`src/rtl/lsu_mem_sequencer_if.sv`:
```
// Data-memory port between the load/store sequencer (master) and the memory (slave).
// Requests are word-aligned with byte strobes; read data returns later with rvalid.
interface lsu_mem_sequencer_if;
  logic        dmem_req;
  logic        dmem_we;
  logic [31:0] dmem_addr;
  logic [3:0]  dmem_wstrb;
  logic [31:0] dmem_wdata;
  logic        dmem_gnt;
  logic        dmem_rvalid;
  logic [31:0] dmem_rdata;

  modport master (
    output dmem_req, dmem_we, dmem_addr, dmem_wstrb, dmem_wdata,
    input  dmem_gnt, dmem_rvalid, dmem_rdata
  );

  modport slave (
    input  dmem_req, dmem_we, dmem_addr, dmem_wstrb, dmem_wdata,
    output dmem_gnt, dmem_rvalid, dmem_rdata
  );
endinterface

```
`src/rtl/lsu_mem_sequencer.sv`:
```
// Multi-cycle load/store sequencer: accepts one op, runs one bus access, returns an
// extended result or an error code, and stalls the pipeline while the access is in flight.
module lsu_mem_sequencer #(
  parameter int unsigned TIMEOUT_CYCLES = 16
) (
  input  logic        clk,
  input  logic        rst,
  input  logic        req_valid,
  output logic        req_ready,
  input  logic        mem_read,
  input  logic        mem_write,
  input  logic [1:0]  mem_size,
  input  logic        mem_unsigned,
  input  logic [31:0] addr,
  input  logic [31:0] wdata,
  output logic        stall,
  output logic        resp_valid,
  output logic [31:0] resp_rdata,
  output logic        err,
  output logic [1:0]  err_code,
  lsu_mem_sequencer_if.master dmem
);

  typedef enum logic [1:0] {
    ST_IDLE = 2'd0,
    ST_REQ  = 2'd1,
    ST_WAIT = 2'd2,
    ST_RESP = 2'd3
  } state_e;

  localparam logic [7:0] TMO_LAST = 8'(TIMEOUT_CYCLES - 32'd1);

  state_e      state_q, state_d;
  logic [7:0]  cnt_q, cnt_d;
  logic        we_q, we_d;
  logic [31:0] daddr_q, daddr_d;
  logic [3:0]  strb_q, strb_d;
  logic [31:0] dwdata_q, dwdata_d;
  logic [1:0]  size_q, size_d;
  logic        uns_q, uns_d;
  logic [1:0]  alo_q, alo_d;
  logic        dreq_q, dreq_d;
  logic        rvalid_q, rvalid_d;
  logic [31:0] rdata_q, rdata_d;
  logic        err_q, err_d;
  logic [1:0]  code_q, code_d;
  logic        op_s;

  function automatic logic [3:0] store_strb(input logic [1:0] size, input logic [1:0] a);
    logic [3:0] s;
    case (size)
      2'd0:    s = 4'b0001 << a;
      2'd1:    s = 4'b0011 << a;
      default: s = 4'b1111;
    endcase
    return s;
  endfunction

  function automatic logic [31:0] store_data(input logic [1:0] size, input logic [31:0] wd);
    logic [31:0] d;
    case (size)
      2'd0:    d = {4{wd[7:0]}};
      2'd1:    d = {2{wd[15:0]}};
      default: d = wd;
    endcase
    return d;
  endfunction

  function automatic logic [31:0] load_extend(input logic [31:0] word, input logic [1:0] size,
                                              input logic [1:0] a, input logic uns);
    logic [7:0]  b;
    logic [15:0] h;
    logic [31:0] r;
    b = word[{a, 3'b000} +: 8];
    h = a[1] ? word[31:16] : word[15:0];
    case (size)
      2'd0:    r = uns ? {24'd0, b} : {{24{b[7]}}, b};
      2'd1:    r = uns ? {16'd0, h} : {{16{h[15]}}, h};
      default: r = word;
    endcase
    return r;
  endfunction

  assign op_s = req_valid && (mem_read || mem_write);

  // Next-state, timeout counter and registered-output next values
  always_comb begin
    state_d  = state_q;
    cnt_d    = cnt_q;
    we_d     = we_q;
    daddr_d  = daddr_q;
    strb_d   = strb_q;
    dwdata_d = dwdata_q;
    size_d   = size_q;
    uns_d    = uns_q;
    alo_d    = alo_q;
    rdata_d  = 32'd0;
    err_d    = 1'b0;
    code_d   = 2'd0;
    case (state_q)
      ST_IDLE: begin
        if (op_s) begin
          if ((mem_read && mem_write) || (mem_size == 2'd3)) begin
            state_d = ST_RESP;
            err_d   = 1'b1;
            code_d  = 2'd2;
          end else if ((mem_size == 2'd1 && addr[0]) ||
                       (mem_size == 2'd2 && addr[1:0] != 2'd0)) begin
            state_d = ST_RESP;
            err_d   = 1'b1;
            code_d  = 2'd1;
          end else begin
            state_d  = ST_REQ;
            cnt_d    = 8'd0;
            we_d     = mem_write;
            daddr_d  = {addr[31:2], 2'b00};
            strb_d   = mem_write ? store_strb(mem_size, addr[1:0]) : 4'b0000;
            dwdata_d = mem_write ? store_data(mem_size, wdata) : 32'd0;
            size_d   = mem_size;
            uns_d    = mem_unsigned;
            alo_d    = addr[1:0];
          end
        end else begin
          state_d = ST_IDLE;
        end
      end
      ST_REQ: begin
        if (dmem.dmem_gnt) begin
          cnt_d   = 8'd0;
          state_d = we_q ? ST_RESP : ST_WAIT;
        end else if (cnt_q == TMO_LAST) begin
          state_d = ST_RESP;
          err_d   = 1'b1;
          code_d  = 2'd3;
        end else begin
          cnt_d = cnt_q + 8'd1;
        end
      end
      ST_WAIT: begin
        if (dmem.dmem_rvalid) begin
          state_d = ST_RESP;
          rdata_d = load_extend(dmem.dmem_rdata, size_q, alo_q, uns_q);
        end else if (cnt_q == TMO_LAST) begin
          state_d = ST_RESP;
          err_d   = 1'b1;
          code_d  = 2'd3;
        end else begin
          cnt_d = cnt_q + 8'd1;
        end
      end
      ST_RESP: begin
        state_d = ST_IDLE;
        cnt_d   = 8'd0;
      end
      default: begin
        state_d = ST_IDLE;
        cnt_d   = 8'd0;
      end
    endcase
    dreq_d   = (state_d == ST_REQ);
    rvalid_d = (state_d == ST_RESP);
  end

  // State and output registers; reset abandons any access in flight
  always_ff @(posedge clk) begin
    if (rst) begin
      state_q  <= ST_IDLE;
      cnt_q    <= 8'd0;
      we_q     <= 1'b0;
      daddr_q  <= 32'd0;
      strb_q   <= 4'd0;
      dwdata_q <= 32'd0;
      size_q   <= 2'd0;
      uns_q    <= 1'b0;
      alo_q    <= 2'd0;
      dreq_q   <= 1'b0;
      rvalid_q <= 1'b0;
      rdata_q  <= 32'd0;
      err_q    <= 1'b0;
      code_q   <= 2'd0;
    end else begin
      state_q  <= state_d;
      cnt_q    <= cnt_d;
      we_q     <= we_d;
      daddr_q  <= daddr_d;
      strb_q   <= strb_d;
      dwdata_q <= dwdata_d;
      size_q   <= size_d;
      uns_q    <= uns_d;
      alo_q    <= alo_d;
      dreq_q   <= dreq_d;
      rvalid_q <= rvalid_d;
      rdata_q  <= rdata_d;
      err_q    <= err_d;
      code_q   <= code_d;
    end
  end

  // RESP leaves stall low so the pipeline advances together with the result
  assign req_ready = (state_q == ST_IDLE) && !rst;
  assign stall     = !rst && (((state_q == ST_IDLE) && op_s) ||
                              (state_q == ST_REQ) || (state_q == ST_WAIT));

  assign resp_valid      = rvalid_q;
  assign resp_rdata      = rdata_q;
  assign err             = err_q;
  assign err_code        = code_q;
  assign dmem.dmem_req   = dreq_q;
  assign dmem.dmem_we    = we_q;
  assign dmem.dmem_addr  = daddr_q;
  assign dmem.dmem_wstrb = strb_q;
  assign dmem.dmem_wdata = dwdata_q;

endmodule

```
`src/flat_wrapper.sv`:
```
// flat-port wrapper written by rule: the top's interface ports become plain ports
module lsu_mem_sequencer_flat 
#(
  parameter int unsigned TIMEOUT_CYCLES = 16
)
  (clk, rst, req_valid, req_ready, mem_read, mem_write, mem_size, mem_unsigned, addr, wdata, stall, resp_valid, resp_rdata, err, err_code, dmem_dmem_req, dmem_dmem_we, dmem_dmem_addr, dmem_dmem_wstrb, dmem_dmem_wdata, dmem_dmem_gnt, dmem_dmem_rvalid, dmem_dmem_rdata);
  lsu_mem_sequencer_if dmem_i ();
  input  logic clk;
  input  logic rst;
  input  logic req_valid;
  output logic req_ready;
  input  logic mem_read;
  input  logic mem_write;
  input  logic [1:0] mem_size;
  input  logic mem_unsigned;
  input  logic [31:0] addr;
  input  logic [31:0] wdata;
  output logic stall;
  output logic resp_valid;
  output logic [31:0] resp_rdata;
  output logic err;
  output logic [1:0] err_code;
  output wire logic [$bits(dmem_i.dmem_req)-1:0] dmem_dmem_req;
  output wire logic [$bits(dmem_i.dmem_we)-1:0] dmem_dmem_we;
  output wire logic [$bits(dmem_i.dmem_addr)-1:0] dmem_dmem_addr;
  output wire logic [$bits(dmem_i.dmem_wstrb)-1:0] dmem_dmem_wstrb;
  output wire logic [$bits(dmem_i.dmem_wdata)-1:0] dmem_dmem_wdata;
  input wire logic [$bits(dmem_i.dmem_gnt)-1:0] dmem_dmem_gnt;
  input wire logic [$bits(dmem_i.dmem_rvalid)-1:0] dmem_dmem_rvalid;
  input wire logic [$bits(dmem_i.dmem_rdata)-1:0] dmem_dmem_rdata;
  assign dmem_dmem_req = dmem_i.dmem_req;
  assign dmem_dmem_we = dmem_i.dmem_we;
  assign dmem_dmem_addr = dmem_i.dmem_addr;
  assign dmem_dmem_wstrb = dmem_i.dmem_wstrb;
  assign dmem_dmem_wdata = dmem_i.dmem_wdata;
  assign dmem_i.dmem_gnt = dmem_dmem_gnt;
  assign dmem_i.dmem_rvalid = dmem_dmem_rvalid;
  assign dmem_i.dmem_rdata = dmem_dmem_rdata;
  lsu_mem_sequencer #(.TIMEOUT_CYCLES(TIMEOUT_CYCLES)) u_core (.clk(clk), .rst(rst), .req_valid(req_valid), .req_ready(req_ready), .mem_read(mem_read), .mem_write(mem_write), .mem_size(mem_size), .mem_unsigned(mem_unsigned), .addr(addr), .wdata(wdata), .stall(stall), .resp_valid(resp_valid), .resp_rdata(resp_rdata), .err(err), .err_code(err_code), .dmem(dmem_i));
endmodule
```
`config.mk`:
```
export PLATFORM = sky130hd
export DESIGN_NAME = lsu_mem_sequencer_flat
export DESIGN_NICKNAME = d
export VERILOG_FILES = /design/src/rtl/lsu_mem_sequencer_if.sv /design/src/rtl/lsu_mem_sequencer.sv /design/src/flat_wrapper.sv
export SDC_FILE = /design/constraint.sdc
export NUM_CORES = 1
export LEC_CHECK = 0
export ABC_AREA = 1
export CORE_MARGIN = 3
export CORE_UTILIZATION = 40
export CTS_BUF_LIST = sky130_fd_sc_hd__clkbuf_4 sky130_fd_sc_hd__clkbuf_8 sky130_fd_sc_hd__clkbuf_16
export CTS_CLUSTER_DIAMETER = 100
export CTS_CLUSTER_SIZE = 24
export DETAILED_ROUTE_END_ITERATION = 8
export PLACE_DENSITY = 0.86
export SLEW_MARGIN = 40
export SYNTH_ARGS = -nofsm -noshare
export SYNTH_HDL_FRONTEND = slang
export SYNTH_SLANG_ARGS = --single-unit
```
`constraint.sdc`:
```
create_clock -name clk -period 2.2 [get_ports clk]
set_input_delay 0.22 -clock clk [delete_from_list [all_inputs] [get_ports clk]]
set_output_delay 0.22 -clock clk [all_outputs]
set_load 0.02 [all_outputs]
```
==> results.py, run 1 <==
metrics = {
    "synth": {
        "yosys-top-cells-area": "dfxtp_1 (45%), nand2_1 (13%), nor2_1 (7.9%)",
        "synthCells": 746,
        "synth_top_area_share_pct": 45.2,
        "synth_area_per_cell_um2": 7.06,
        "yosysMostFrequentCell": "nand2_1",
        "ys_seq_area_share_pct": 45.2,
        "synth_commonest_cells": "nand2_1 (183), dfxtp_1 (119), nor2_1 (111)",
        "ys_types": 33,
        "synth_top_cell_by_area": "dfxtp_1",
        "ys_seq_elements": 119,
        "synth_edf_count": 0,
        "ys.flop_type": "dfxtp_1",
        "yosysWarnings": 0,
        "synth-async-reset-ratio_pct": 0,
        "synthesis.area_um2": 5270,
    },
    "sta": {
        "skew_ns": 0.00669,
        "hold_slack_ns": 0.297,
        "layout_setup_ws_ns": 0.196,
        "finalCritPeriodShare_pct": 91.1,
        "finalSetupTns_ns": 0,
        "finalSetupViolCount": 0,
        "fin_crit_ns": 2.00,
        "slew_violations": 0,
        "hold_violations": 0,
        "rsz0062_at_grt": "no",
        "fmax_mhz": 499,
        "worst_pin_slew_ns": 0.807,
        "relSlewSlack_pct": 46.0,
    },
    "finish": {
        "drive_gt1_share_pct": 7.85,
        "nets": 1069,
        "area_growth_pct": 54.7,
        "diodes": 0,
    },
    "grt": {
        "grt_pass1_vias": 5331,
        "grt_max_degree": 44,
        "grt-ovfl-total": 0,
        "track_usage_pct": 22.6,
        "antenna_found_initial": 0,
        "grt_pass1_wl_um": 26300,
    },
    "clocking": {
        "hold_buffers": 0,
        "htreeDepth": 4,
        "cts_resized": 4,
        "clkLatencyLatePin_ns": 0.41,
        "clockRootBuffer": "clkbuf_16",
        "cts_tree": "built",
        "cts_sinks": 119,
        "cts_made_buffers": 17,
        "clk_pin_slew_worst_paths_ns": 0.06,
        "clk_path_buf_depth": 2,
        "cts_setup_buffers": 0,
    },
    "worst_setup_path": {
        "reg2reg_from": "u_core.size_q[1]",
        "path_max_fanout": 16,
        "rr_worst_depth": 7,
        "critPathLaunchType": "register",
        "end_kind": "register",
        "worstReg2RegEnd": "u_core.resp_rdata[31]",
        "reg2reg_slack_ns": 0.20,
        "required_ns": 2.47,
        "crit_type": "register to register",
        "cp.arrival_ns": 2.28,
    },
    "floorplan": {
        "start_util_pct": 41.3,
        "dieArea_um2": 14600,
        "num_io_pins": 214,
        "die-width_um": 121,
        "die_y_um": 121,
        "rows": 41,
        "core_um2": 12800,
    },
    "detailed_routing": {
        "drt-vias-per-instance": 5.02,
        "wl_per_cell_um": 14.5,
        "drtPass1Iterations": 7,
        "vias": 5720,
        "drtIter0Drc": 556,
        "routed_wirelength_um": 16600,
        "antenna_left": 0,
        "drc_errors": 0,
    },
    "job": {
        "cap_violations": 0,
    },
    "power_and_ir_drop": {
        "leakagePower_nw": 3.30,
        "peakVddDrop_mv": 0.487,
        "powerDensity_nw_per_um2": 764,
        "power_w": 0.00623,
    },
    "placed_design": {
        "hpwl_um": 12100,
        "gpl.final_weighted_congestion": 0.903,
        "pre_cts_slack_ns": 0.0751,
        "port-buffer-count": 211,
    },
    "min_path": {
        "hold_class": "primary input to register",
        "whs_path_depth": 3,
        "hold_end": "u_core.dmem.dmem_wdata[25]",
        "hp-start": "rst",
    },
    "status": {
        "status": "complete, no violations",
    },
}
[power by group]
group          switching, W  internal, W  total [W]  leakage, nW
Sequential        0.0000679      0.00227    0.00233        0.966
Clock              0.000954      0.00178    0.00273        0.283
Combinational      0.000641     0.000520    0.00116         2.05
Total               0.00166      0.00456    0.00623         3.30
[per-stage QoR]
step	util, %	cells	area (um2)
6_report	63.8	1140	8150
5_1_grt	63.8	1140	8150
4_1_cts	63.8	1140	8150
3_5_place_dp	59.3	1110	7570
3_3_place_gp	59.3	1110	7570
2_1_floorplan	-	747	5270
[layer usage]
metal  wire length (um)  GRT usage (%)  part of all wire [%]
met1               6870           27.7                    41
met3               1710           8.70                    10
met4                435           9.70                   2.6
met5                  0              0                     0
met2               7540           35.6                    46
[cell usage in the layout (no fill, tap or decap), types with 17 or more instances in the layout]
cell	count
clkbuf_16	17
o21ai_0	47
nor2_1	111
clkdlybuf4s50_1	208
inv_1	46
a21oi_1	75
buf_4	19
nand2_1	183
nand3_1	32
dfxtp_1	119
o21ai_1	24
[registers in the layout, indices dropped and copies added (netlist names), 2 cells and up]
name                    count
u_core.dmem.dmem_wdata     32
u_core.resp_rdata          32
u_core.dmem.dmem_addr      30
u_core.cnt_q                8
u_core.dmem.dmem_wstrb      4
u_core.alo_q                2
u_core.err_code             2
u_core.size_q               2
u_core.state_q              2
[cells by family (layout without fill, tap and decap cells)]
| logic type | Yosys count | count (layout) | synth area share (%) |
|---|---|---|---|
| AND/OR/NAND/NOR | 351 | 351 | 27.4 |
| AO/OA/AOI/OAI | 173 | 173 | 17.7 |
| flip-flops | 119 | 119 | 45.2 |
| buffers and inverters | 93 | 314 | 7.69 |
| adder cells (fa/ha/maj) | 6 | 6 | 1.42 |
| XOR/XNOR | 3 | 3 | 0.499 |
| other | 1 | 2 | 0.0712 |
[how the worst max path moves through the flow]
stage | startpoint | to | slack [ns] | cells past startpoint
after floorplan | u_core.state_q[1] | stall | 0.65 | 6
after global placement | mem_write | stall | 0.11 | 6
after detailed placement | mem_read | stall | 0.08 | 6
after CTS | u_core.state_q[1] | stall | 0.009 | 7
after global routing | u_core.size_q[1] | u_core.resp_rdata[27] | 0.02 | 7
final | u_core.size_q[1] | u_core.resp_rdata[31] | 0.20 | 7
[cell type report]
type                       count  area (um2)
fill                        1094        4620
sequential                   119        2380
multi-input combinational    535        2490
clock buffer                  22         488
clock inverter                 8        97.6
inverter                      52         195
timing repair buffer         232        2280
tap                          172         215
[worst max-delay path, stage by stage (launching register included)]
cell      delay (ns)
dfxtp_1         0.49
clkinv_1        0.35
nand2_1         0.32
inv_1           0.10
nand2_1         0.10
nand3_1         0.09
nand3_2         0.27
a21oi_1         0.14
Note: power is estimated with default switching activity, not from simulation.
==> inputs of run 2 (changes only) <==
--- a/config.mk
+++ b/config.mk
@@ -5,14 +5,13 @@
 export SDC_FILE = /design/constraint.sdc
 export NUM_CORES = 1
 export LEC_CHECK = 0
-export ABC_AREA = 1
 export CORE_MARGIN = 3
 export CORE_UTILIZATION = 40
 export CTS_BUF_LIST = sky130_fd_sc_hd__clkbuf_4 sky130_fd_sc_hd__clkbuf_8 sky130_fd_sc_hd__clkbuf_16
 export CTS_CLUSTER_DIAMETER = 100
 export CTS_CLUSTER_SIZE = 24
 export DETAILED_ROUTE_END_ITERATION = 8
-export PLACE_DENSITY = 0.86
+export PLACE_DENSITY = 0.87
 export SLEW_MARGIN = 40
 export SYNTH_ARGS = -nofsm -noshare
 export SYNTH_HDL_FRONTEND = slang
==> results.py, run 2 <==
metrics = {
    "grt": {
        "top_usage_layer": "met2",
        "antenna_found_initial": 0,
        "grt_max_degree": 38,
        "grt_pass1_vias": 4871,
        "grt.met1_usage_pct": 26.3,
        "grt_pass1_wl_um": 25000,
        "track_usage_pct": 21.9,
        "grt_util_met3_pct": 8.42,
        "grt-ovfl-total": 0,
        "gr-usage-met2_pct": 35.4,
    },
    "clocking": {
        "clk_path_buf_depth": 2,
        "cts_tree": "built",
        "cts_sinks": 119,
        "clockRootBuffer": "clkbuf_16",
        "clkLatencyLatePin_ns": 0.40,
        "clk_pin_slew_worst_paths_ns": 0.06,
        "cts_made_buffers": 17,
        "cts_setup_buffers": 0,
        "htreeDepth": 4,
        "hold_buffers": 0,
    },
    "sta": {
        "finalCritPeriodShare_pct": 92.2,
        "hold_violations": 0,
        "slew_violations": 0,
        "finalSetupViolCount": 0,
        "relSlewSlack_pct": 61.0,
        "finalSetupTns_ns": 0,
        "fin_crit_ns": 2.03,
        "rsz0062_at_grt": "no",
        "skew_ns": 0.00775,
        "fmax_mhz": 493,
        "worst_pin_slew_ns": 0.586,
    },
    "worst_setup_path": {
        "slowest_stage": "dfxtp_1",
        "cp.arrival_ns": 1.81,
        "critPathLaunchType": "register",
        "crit_buf_inv": 2,
        "rr_worst_depth": 6,
        "reg2reg_slack_ns": 0.25,
        "required_ns": 1.98,
        "crit_type": "register to primary output",
        "max_stage_delay_ns": 0.35,
        "path_depth": 5,
        "end_kind": "primary output",
        "crit_path_cell_trace": "inv_1 -> ha_2 -> nand2_2 -> a21oi_1 -> dlygate4sd2_1",
        "critPathTopFamily": "buffers and inverters",
        "cp-startpoint": "u_core.state_q[0]",
        "path_max_fanout": 6,
        "reg2reg_from": "u_core.cnt_q[0]",
    },
    "detailed_routing": {
        "drc_errors": 0,
        "drtIter0Drc": 428,
        "vias": 4985,
        "wl_per_cell_um": 16.1,
        "routed_wirelength_um": 15600,
        "drtPass1Iterations": 4,
        "antenna_left": 0,
        "drt-vias-per-instance": 5.17,
    },
    "floorplan": {
        "die-width_um": 119,
        "die_y_um": 119,
        "dieArea_um2": 14100,
        "num_io_pins": 214,
        "start_util_pct": 41.6,
        "core_um2": 12200,
        "rows": 40,
    },
    "min_path": {
        "hold_class": "primary input to register",
        "whs_path_depth": 4,
        "hp-start": "rst",
    },
    "power_and_ir_drop": {
        "powerDensity_nw_per_um2": 764,
        "peakVddDrop_mv": 0.537,
        "leakagePower_nw": 2.95,
    },
    "finish": {
        "diodes": 0,
        "design_area_um2": 8010,
        "final_cell_mix": "clkdlybuf4s50_1 (208), dfxtp_1 (119), nand2_1 (113)",
        "area_growth_pct": 57.8,
        "drive_gt1_share_pct": 10.2,
        "final_common_cell": "clkdlybuf4s50_1",
        "nets": 896,
        "n_fill_cell": 982,
    },
    "synth": {
        "yosysWarnings": 0,
        "yosys-top-cells-area": "dfxtp_1 (47%), nand2_1 (8.4%), a21oi_1 (7.5%)",
        "synth_commonest_cells": "dfxtp_1 (119), nand2_1 (113), a21oi_1 (76)",
        "ys.flop_type": "dfxtp_1",
        "synthesis.area_um2": 5080,
        "synth_top_area_share_pct": 46.9,
        "synthCells": 573,
        "yosysMostFrequentCell": "dfxtp_1",
        "synth-async-reset-ratio_pct": 0,
        "ys_seq_elements": 119,
        "ys_seq_area_share_pct": 46.9,
        "synth_top_cell_by_area": "dfxtp_1",
        "ys_types": 57,
        "synth_edf_count": 0,
        "synth_area_per_cell_um2": 8.86,
    },
    "job": {
        "cap_violations": 0,
    },
    "status": {
        "status": "complete, no violations",
    },
    "placed_design": {
        "gpl.final_weighted_congestion": 0.904,
        "hpwl_um": 11300,
        "dpl-instance-area_um2": 7360,
        "port-buffer-count": 211,
    },
}
-- run 2: changes by cell type in the layout (fill, tap and decap cells not counted), sizes merged, moves of 8 or more --
| cell | previous run | this run |
|---|---|---|
| a221oi | 0 | 8 |
| a22o | 0 | 16 |
| inv | 50 | 16 |
| mux2 | 0 | 9 |
| mux2i | 0 | 25 |
| nand2 | 185 | 114 |
| nand2b | 0 | 10 |
| nand3 | 35 | 12 |
| nor2 | 114 | 34 |
| o21ai | 72 | 18 |
| o2bb2ai | 0 | 20 |
| or2 | 9 | 1 |
-- run 2: power breakdown --
group / switching, W / internal (W) / leakage [nW]
registers: 0.0000357 / 0.00222 / 0.962
clock network: 0.000978 / 0.00200 / 0.309
logic: 0.000453 / 0.000435 / 1.68
-- run 2: what timing repair did --
| action | 4_1_cts | 5_1_grt |
|---|---|---|
| gates cloned | 0 | 0 |
| setup endpoints to repair | 2 | 2 |
| endpoints found under the hold margin | 0 | 0 |
| pin swaps | 0 | 1 |
| resized for setup | 2 | 1 |
-- run 2: stage by stage --
step                      setup WS [ns]  utilization [%]  total power, W  cells  hold slack, ns
final                             0.171             65.6         0.00612    965           0.317
after detailed placement        -0.0252             60.3         0.00318    933           0.446
after CTS                        0.0330             65.6         0.00616    965           0.299
after global placement           0.0387             60.3         0.00317    933           0.441
after global routing             0.0602             65.6         0.00634    965           0.362
after floorplan                   0.499                -         0.00275    574           0.353
-- run 2: kinds of logic (layout without fill, tap and decap cells) --
| family | count (synthesis) | in the layout | share of synthesized area (%) |
|---|---|---|---|
| other cells | 1 | 2 | 0.0739 |
| simple gates | 193 | 193 | 16.9 |
| compound gates | 163 | 163 | 21.8 |
| buf+inv | 56 | 279 | 5.42 |
| flops | 119 | 119 | 46.9 |
| fa+ha+maj | 6 | 6 | 1.48 |
| mux | 35 | 35 | 7.37 |
-- run 2: layout make-up --
type	count	area, um2	share of cell area (%)
Multi-Input combinational cell	399	2420	30.3
Sequential cell	119	2380	29.7
Timing Repair Buffer	232	2290	28.6
Tap cell	168	210	2.62
Inverter	15	56.3	0.703
Clock inverter	11	170	2.12
Clock buffer	21	474	5.92
-- run 2: worst min-delay path, cell delays in order --
cell	delay, ns
buf_2	0.13
inv_1	0.15
nand2_1	0.10
o2bb2ai_1	0.06
-- run 2: final timing paths --
| kind | endpoint |
|---|---|
| worst max-delay path | stall |
| worst min-delay path | u_core.cnt_q[6] |
| worst max register to register | u_core.dmem.dmem_req |
| worst min register to register | u_core.dmem.dmem_addr[28] |
-- run 2: layer usage --
metal | routed length (um) | share of wire, %
met1 | 6370 | 41
met2 | 7350 | 47
met3 | 1520 | 9.8
met4 | 340 | 2.2
met5 | 0 | 0
==> inputs of run 3 (changes only) <==
--- a/config.mk
+++ b/config.mk
@@ -6,12 +6,12 @@
 export NUM_CORES = 1
 export LEC_CHECK = 0
 export CORE_MARGIN = 3
-export CORE_UTILIZATION = 40
+export CORE_UTILIZATION = 30
 export CTS_BUF_LIST = sky130_fd_sc_hd__clkbuf_4 sky130_fd_sc_hd__clkbuf_8 sky130_fd_sc_hd__clkbuf_16
 export CTS_CLUSTER_DIAMETER = 100
 export CTS_CLUSTER_SIZE = 24
 export DETAILED_ROUTE_END_ITERATION = 8
-export PLACE_DENSITY = 0.87
+export PLACE_DENSITY = 0.71
 export SLEW_MARGIN = 40
 export SYNTH_ARGS = -nofsm -noshare
 export SYNTH_HDL_FRONTEND = slang
==> results.py, run 3 (synthesized netlist as in run 2, its figures left out) <==
metrics = {
    "status": {
        "status": "complete, no violations",
    },
    "worst_setup_path": {
        "critPathTopFamily": "buffers and inverters",
        "required_ns": 1.98,
        "crit_buf_inv": 2,
        "crit_type": "register to primary output",
        "max_stage_delay_ns": 0.39,
        "cp.arrival_ns": 1.77,
        "crit_path_cell_trace": "inv_1 -> ha_1 -> nor2_1 -> a21oi_1 -> dlygate4sd2_1",
        "slowest_stage": "dfxtp_1",
        "path_max_fanout": 7,
        "critPathLaunchType": "register",
        "end_kind": "primary output",
    },
    "detailed_routing": {
        "drtPass1Iterations": 4,
        "drt-vias-per-instance": 4.83,
        "routed_wirelength_um": 16200,
        "drtIter0Drc": 243,
        "antenna_left": 0,
        "vias": 4912,
        "wl_per_cell_um": 15.9,
        "drc_errors": 0,
    },
    "grt": {
        "grt-ovfl-total": 0,
        "top_usage_layer": "met2",
        "grt_util_met3_pct": 7.70,
        "antenna_found_initial": 0,
        "grt_pass1_vias": 4835,
        "grt_pass1_wl_um": 25300,
        "track_usage_pct": 17.4,
        "grt.met1_usage_pct": 21.3,
        "gr-usage-met2_pct": 27.1,
        "grt_max_degree": 38,
    },
    "placed_design": {
        "gpl.final_weighted_congestion": 0.825,
        "port-buffer-count": 211,
        "dpl-instance-area_um2": 7480,
        "hpwl_um": 11700,
        "pre_cts_slack_ns": -0.0762,
    },
    "floorplan": {
        "die-width_um": 136,
        "start_util_pct": 31.3,
        "dieArea_um2": 18500,
        "die_y_um": 136,
        "rows": 46,
        "num_io_pins": 214,
        "core_um2": 16200,
    },
    "sta": {
        "fmax_mhz": 503,
        "rsz0062_at_grt": "no",
        "hold_violations": 0,
        "worst_pin_slew_ns": 0.641,
        "fin_crit_ns": 1.99,
        "slew_violations": 0,
        "finalSetupViolCount": 0,
        "relSlewSlack_pct": 57.2,
        "finalCritPeriodShare_pct": 90.3,
        "layout_setup_ws_ns": 0.213,
        "skew_ns": 0.00811,
    },
    "finish": {
        "area_growth_pct": 58.9,
        "design_area_um2": 8070,
        "final_common_cell": "clkdlybuf4s50_1",
        "n_fill_cell": 1585,
        "final_cell_mix": "clkdlybuf4s50_1 (208), dfxtp_1 (119), nand2_1 (113)",
        "nets": 904,
        "diodes": 0,
        "drive_gt1_share_pct": 10.6,
    },
    "clocking": {
        "clk_pin_slew_worst_paths_ns": 0.05,
        "cts_setup_buffers": 0,
        "clk_path_buf_depth": 2,
        "cts_tree": "built",
        "clkLatencyLatePin_ns": 0.41,
        "htreeDepth": 4,
        "cts_made_buffers": 17,
        "cts_sinks": 119,
        "clockRootBuffer": "clkbuf_16",
    },
    "min_path": {
        "hold_class": "primary input to register",
    },
    "power_and_ir_drop": {
        "peakVddDrop_mv": 0.519,
        "leakagePower_nw": 2.95,
        "powerDensity_nw_per_um2": 733,
    },
    "job": {
        "cap_violations": 0,
    },
}
[run 3: timing repair]
| action | CTS | global route |
|---|---|---|
| gates resized for setup | 2 | 0 |
| hold buffers | 0 | 0 |
| setup endpoints to repair | 2 | 0 |
[run 3: cell type report]
type                       count  area, um2  share of cell area (%)
tap                          216        270                    3.35
inverter                      15       56.3                   0.698
clock buffer                  22        494                    6.13
timing repair buffer         240       2350                    29.1
clock inverter                 7       95.1                    1.18
multi-input combinational    399       2420                    30.0
sequential                   119       2380                    29.5
[run 3: worst register-to-register path: cells and delay by family, from the launching register on]
kind | cells | cell delay, ns
and+or+nand+nor | 3 | 0.73
DFF | 1 | 0.39
adders and majority gates | 1 | 0.24
AOI/OAI and AO/OA | 2 | 0.47
[run 3: where the power goes]
group          switching, W  leakage (nW)  internal, W
logic              0.000457          1.71     0.000442
clock network      0.000967         0.278      0.00179
registers         0.0000347         0.962      0.00222
[run 3: final timing paths]
check / from / end / slack (ns) / depth (start not counted)
min reg2reg: u_core.dmem.dmem_wdata[15] / u_core.dmem.dmem_wdata[15] / 0.45 / 2
max: u_core.state_q[0] / stall / 0.21 / 5
min: rst / u_core.cnt_q[1] / 0.23 / 2
max reg2reg: u_core.cnt_q[0] / u_core.dmem.dmem_req / 0.25 / 6
[run 3: metal layers]
layer,share of wire (%),wire length [um]
met1,43,7000
met5,0,0
met4,2.4,385
met3,9.6,1560
met2,45,7270
[run 3: stage by stage]
step                      instances  setup TNS [ns]  util, %  total power, W  hold slack, ns
after floorplan                 574               0        -         0.00275           0.353
after global placement          989          -0.217     46.1         0.00320           0.441
after detailed placement        989          -0.941     46.1         0.00320           0.444
after CTS                      1018               0     49.7         0.00598           0.220
after global routing           1018               0     49.7         0.00616           0.236
final                          1018               0     49.7         0.00591           0.233
